[src/rtl/square_encoder.sv]
// Walks a 9-bit board mask and emits one (row, col) pair per set square over
// valid/ready, in ascending or descending bit order, then pulses done.
module square_encoder #(
    parameter bit LSB_FIRST = 1'b1
) (
    input  logic       clk,
    input  logic       rst,
    input  logic       start,
    input  logic [8:0] mask,
    input  logic       out_ready,
    output logic       out_valid,
    output logic [1:0] row,
    output logic [1:0] col,
    output logic       last,
    output logic       busy,
    output logic       done,
    output logic [3:0] count,
    output logic       is_onehot
);

    typedef enum logic [1:0] {IDLE, SCAN, EMIT, DONE} state_t;

    state_t     state, state_n;
    logic [8:0] pending, pending_n, rest;
    logic [3:0] k, count_n;
    logic [1:0] row_n, col_n, k_row, k_col;
    logic       valid_n, last_n, onehot_n, load;

    // Priority pick: the last match in the loop wins, so loop direction is
    // opposite to the scan order.
    generate
        if (LSB_FIRST) begin : g_lsb
            always_comb begin
                k = '0;
                for (int i = 8; i >= 0; i--)
                    if (pending[i]) k = 4'(i);
            end
        end else begin : g_msb
            always_comb begin
                k = '0;
                for (int i = 0; i < 9; i++)
                    if (pending[i]) k = 4'(i);
            end
        end
    endgenerate

    always_comb begin
        k_row = (k >= 4'd6) ? 2'd2 : (k >= 4'd3) ? 2'd1 : 2'd0;
        k_col = 2'(k - {2'b00, k_row} * 4'd3);
        rest  = pending & ~(9'd1 << k);
    end

    always_comb begin
        state_n   = state;
        pending_n = pending;
        row_n     = row;
        col_n     = col;
        last_n    = last;
        valid_n   = out_valid;
        count_n   = count;
        onehot_n  = is_onehot;
        load      = 1'b0;
        case (state)
            IDLE: if (start) begin
                state_n   = SCAN;
                pending_n = mask;
                count_n   = '0;
                onehot_n  = ($countones(mask) == 1);
            end
            SCAN: if (pending == '0) state_n = DONE;
                  else begin
                      load    = 1'b1;
                      state_n = EMIT;
                  end
            EMIT: if (out_ready) begin
                count_n = count + 4'd1;
                if (pending != '0) load = 1'b1;
                else begin
                    valid_n = 1'b0;
                    last_n  = 1'b0;
                    state_n = DONE;
                end
            end
            DONE:    state_n = IDLE;
            default: state_n = IDLE;
        endcase
        // Shared by SCAN and EMIT so back-to-back handshakes reload in one edge.
        if (load) begin
            row_n     = k_row;
            col_n     = k_col;
            pending_n = rest;
            last_n    = (rest == '0);
            valid_n   = 1'b1;
        end
    end

    always_ff @(posedge clk or posedge rst) begin
        if (rst) begin
            state     <= IDLE;
            pending   <= '0;
            out_valid <= 1'b0;
            row       <= '0;
            col       <= '0;
            last      <= 1'b0;
            busy      <= 1'b0;
            done      <= 1'b0;
            count     <= '0;
            is_onehot <= 1'b0;
        end else begin
            state     <= state_n;
            pending   <= pending_n;
            out_valid <= valid_n;
            row       <= row_n;
            col       <= col_n;
            last      <= last_n;
            busy      <= (state_n != IDLE);
            done      <= (state_n == DONE);
            count     <= count_n;
            is_onehot <= onehot_n;
        end
    end

endmodule

[config.mk]
export PLATFORM = sky130hd
export DESIGN_NAME = square_encoder
export DESIGN_NICKNAME = d
export VERILOG_FILES = /design/src/rtl/square_encoder.sv
export SDC_FILE = /design/constraint.sdc
export NUM_CORES = 1
export LEC_CHECK = 0
export ABC_CLOCK_PERIOD_IN_PS = 4400
export BUFFER_PORTS_ARGS = -buffer_cell sky130_fd_sc_hd__buf_2
export CELL_PAD_IN_SITES_DETAIL_PLACEMENT = 1
export CELL_PAD_IN_SITES_GLOBAL_PLACEMENT = 2
export CORE_MARGIN = 5
export CORE_UTILIZATION = 36
export DETAILED_ROUTE_END_ITERATION = 10
export PLACE_DENSITY_LB_ADDON = 0.1
export SLEW_MARGIN = 20
export SYNTH_ARGS = -nofsm -noshare
export SYNTH_HDL_FRONTEND = slang
export SYNTH_SLANG_ARGS = --single-unit
export TNS_END_PERCENT = 1
[constraint.sdc]
create_clock -name clk -period 4.4 [get_ports clk]
set_clock_uncertainty 0.1 [all_clocks]
set_input_delay 0.88 -clock clk [delete_from_list [all_inputs] [get_ports clk]]
set_output_delay 0.88 -clock clk [all_outputs]
set_load 0.02 [all_outputs]
After elaboration in Yosys (flattened, before gate mapping)

Cells that the tools add are included.

Flip-flop bits (word level): 24
Bits of input ports: 13
Word-level logic and storage cells: 79

Add/subtract/negate cells: 10
Multiply operators: 1
Order comparisons: 2
Equality and inequality tests: 8
Shift-type cells: 1
Mux-type cells: 31
Bitwise gates (word level): 2
Reductions and logical operators: 14

Operators by type and width:

| kind                                                 | count |
|---|---|
| two-way mux 4 bit                                    | 11 |
| two-way mux 9 bit                                    | 3 |
| zero test 9 bit                                      | 2 |
| nonzero test 2 bit                                   | 6 |
| two-way mux 1 bit                                    | 10 |
| bitwise AND 9 bit                                    | 1 |
| inverter 9 bit                                       | 1 |
| nonzero test 9 bit                                   | 1 |
| << shifter 1 x 4 -> 9 bit (first input constant)     | 1 |
| adder 1 x 1 -> 2 bit                                 | 4 |
| two-way mux 2 bit                                    | 4 |
| case mux 2 bit (4 select lines)                      | 1 |
| case mux 4 bit (2 select lines)                      | 1 |
| adder 2 x 2 -> 3 bit                                 | 2 |
| equality test 2 bit (second input constant)          | 3 |
| inequality test 2 bit (second input constant)        | 3 |
| AND reduction 3 bit                                  | 2 |
| adder 4 x 1 -> 5 bit                                 | 1 |
| equality test 5 x 1 -> 1 bit (second input constant) | 1 |
| adder 3 x 3 -> 4 bit                                 | 1 |
| adder 4 x 1 -> 4 bit (second input constant)         | 1 |
| >= comparator 4 x 2 -> 1 bit (second input constant) | 1 |
| >= comparator 4 x 3 -> 1 bit (second input constant) | 1 |
| AND reduction 2 bit                                  | 2 |
| 5 further kinds                                      | 5 |

Logic depth before layout (Yosys ltp)

Word-level depth: 14
Depth in mapped cells: 11

Worst setup path after synthesis

OpenSTA, ideal clock, no wires.

Path kind: input -> register
Start: in mask[0]
End: reg is_onehot
Setup time: 83 ps
Data arrival time: 3521 ps
Data required time: 4217 ps
Setup slack: 696 ps
Cell stages on the path: 10
Path through: fa_1 > inv_1 > fa_1 > fa_1 > inv_1 > fa_1 > fa_1 > o21ai_0 > nand3b_1 > o21ai_0

Longest elaborated chain between the ends: 5

Ends and longest elaborated chain:

| item                                       | line | text |
|---|---|---|
| start, declared                            | 9    | `input logic [8:0] mask,` |
| adder 1 x 1 -> 2 bit (implied by the code) | 68   | `onehot_n = ($countones(mask) == 1);` |
| adder 2 x 2 -> 3 bit (implied by the code) | 68   |  |
| adder 3 x 3 -> 4 bit (implied by the code) | 68   |  |
| adder 4 x 1 -> 5 bit (implied by the code) | 68   |  |
| equality test 5 x 1 -> 1 bit               | 68   |  |
| end signal, assigned                       | 119  | `is_onehot <= onehot_n;` |
| end, declared                              | 18   | `output logic is_onehot` |

Every way passes these cells.
A chain may end at the register's enable or synchronous reset.

Worst setup path in the final report

Same ends and word-level chain as after synthesis.

==> flow_metrics.tcl <==
set metrics [dict create \
    synth_area_um2 1587 \
    place_congestion 0.8556 \
    portBuffers 25 \
    die-area_um2 5835 \
    fin_tns_setup_ns 0 \
    hold_viol_final 0 \
    worst-path-buf-inv 3 \
    slew_violations 0 \
    reg2reg_depth 7 \
    syn_nets 201 \
    critPathKind "in -> reg" \
    rows 24 \
    postCtsSetupRepairBufs 0 \
    grt_antenna_before_repair 0 \
    max_freq_mhz 270.3 \
    coreArea_um2 4324 \
    drive_gt1_frac 0.1939 \
    rsz0062_at_grt "false" \
    crit_path_frequent_cell "fa_1" \
    drtIter0Drc 37 \
    slowest_stage "fa_1" \
    worst_slack_ns 0.7010 \
    maxSlewHeadroom 0.3676 \
    cp.required_ns 4.49 \
    drt_wl_total_um 4114 \
    yosysUniqueCellTypes 43 \
    hp-start "col[0]" \
    overflow 0 \
    synth_area_leaders "dfrtp_1, fa_1, ha_1" \
    ys_top_cells_by_count "dfrtp_1, nand2_1, inv_1, o21ai_0, nor2_1" \
    grtUsageTotal 0.1488 \
    ctsResizeCount 0 \
    clockBufferDepth 2 \
    ioPinCount 26 \
    die_w_um 76.39 \
    num_vias 1392 \
    synth_edf_count 0 \
    syn_inst 176 \
    critPathTopFamily "adder cells" \
    viasPerCell 5.613 \
    fin_crit_ns 3.699 \
    yosys.cell_count.top_type "dfrtp_1" \
    worst_pin_slew_ns 0.9475 \
    worstSetupStartpointType "input port" \
    syn_to_final_growth_pct 11.83 \
    yosysTopAreaCell "dfrtp_1" \
    initial_core_util 0.3669 \
    drc 0 \
    grt_pass1_wl_um 7265 \
    worst-path-stages 11 \
    ys_seq_area_frac 0.3785 \
    die_h_um 76.39 \
    min_path_type "reg -> reg" \
    cp.arrival_ns 3.79 \
    tritoncts "built" \
    dp_hpwl_um 3230 \
    num_antenna_cells 0 \
    yosys_most_used_dff "dfrtp_1" \
    peakVddDrop_mv 0.2447 \
    p_leak_nw 0.8415 \
    firstDrtPassIters 4 \
    place_ws_ns 0.3932 \
    yosys.area.top_type_share 0.3785 \
    antenna_left 0 \
    max_stage_delay_ns 0.55 \
    end_kind "flop" \
    setup-violations-final 0 \
    fin_crit_sh 0.8407 \
    worstReg2RegStart "pending[0]" \
    status "completed" \
    grt_max_degree 25 \
    grt_pass1_vias 1518 \
    clk-insertion-delay-late_ns 0.27 \
    maxCapViolCount 0 \
    synth-async-reset-ratio 1.000 \
    totalPowerFinal_w 0.001318 \
    startpoint "mask[0]" \
    syn_avg_cell_area_um2 9.014 \
    cts_root_buf "clkbuf_8" \
    wl_per_cell_um 16.59 \
    power_density_nw_per_um2 742.6 \
    cts_hold_buf 0 \
    min_path_cells 2 \
    cts.sink_count 24 \
    ys_ff_latch 24 \
    final_nets 222 \
    yosys_warnings 0 \
    htree_levels 1 \
    crit_chain "buf_2, fa_1, inv_1, fa_1, fa_1, inv_1, fa_1, fa_1, o21ai_0, nand3b_1, o21ai_0" \
    cp_max_fo 2 \
    numCtsBuffers 3 \
    cts.clk_slew.worst_paths_ns 0.09 \
]
cell usage in the layout, fill, tap and decap left out, drive strengths merged, types with 2 or more instances in the layout:
master and instances:
fa 5, nor2b 3, o21ai 18, nor4 2, o21a 2, a21oi 11, nand2 22, buf 25
inv 15, nor2 13, ha 7, o31ai 3, a22o 7, dfrtp 24, nand3 6, clkbuf 4
nand2b 2, nor3 8
kinds of logic after synthesis:
group / Yosys count / share of synthesized area
AOI/OAI and AO/OA: 55 / 0.2366
DFF: 24 / 0.3786
adders and majority gates: 12 / 0.1183
buffers and inverters: 24 / 0.07175
and+or+nand+nor: 61 / 0.1948
registers in the layout, indices dropped and copies added, names as in the netlist:
name       flops
busy           1
pending        9
last           1
row            2
count          4
col            2
state          2
done           1
out_valid      1
is_onehot      1
layer usage:
layer / track usage / vias up / share of wire
met1: 0.1969 / 689 / 0.47
met5: 0 / - / 0
met4: 0.05420 / 0 / 0.019
met2: 0.2406 / 31 / 0.47
met3: 0.02837 / 8 / 0.038
li1: - / 664 / -
worst min-delay path, delay by kind of cell, from the launching register on:
family        cells  cell delay (ns)
flops             1             0.35
simple gates      2             0.12
cell type report:
type | count | area [µm²]
clock buffer | 4 | 55.05
fill | 541 | 2550
inverter | 15 | 56.30
multi-input combinational | 128 | 872.1
sequential | 24 | 600.6
tap | 52 | 65.06
timing repair buffer | 25 | 125.1
power by group:
| part | internal (W) | total [W] | switching [W] |
|---|---|---|---|
| Combinational | 0.000287 | 0.000745 | 0.000457 |
| Sequential | 0.000306 | 0.000419 | 0.000113 |
| Clock | 0.0000800 | 0.000154 | 0.0000736 |
| Total | 0.000673 | 0.00132 | 0.000644 |
stage by stage:
step                hold WS (ns)  area (µm²)  utilization  instances
detailed placement        0.3638        1719       0.3976        244
floorplan                 0.4442        1587            -        176
global route              0.4187        1774       0.4103        248
finish                    0.3838        1774       0.4103        248
CTS                       0.3848        1774       0.4103        248
global placement          0.3543        1719       0.3976        244
path summary, 6_finish.rpt:
kind,to,slack [ns]
min reg2reg,col[0],0.38
max reg2reg,col[1],2.06
min,col[0],0.38
max in group asynchronous,is_onehot,2.91
min in group asynchronous,out_valid,0.71
max,is_onehot,0.70
Power figures use the tool's default switching activity.
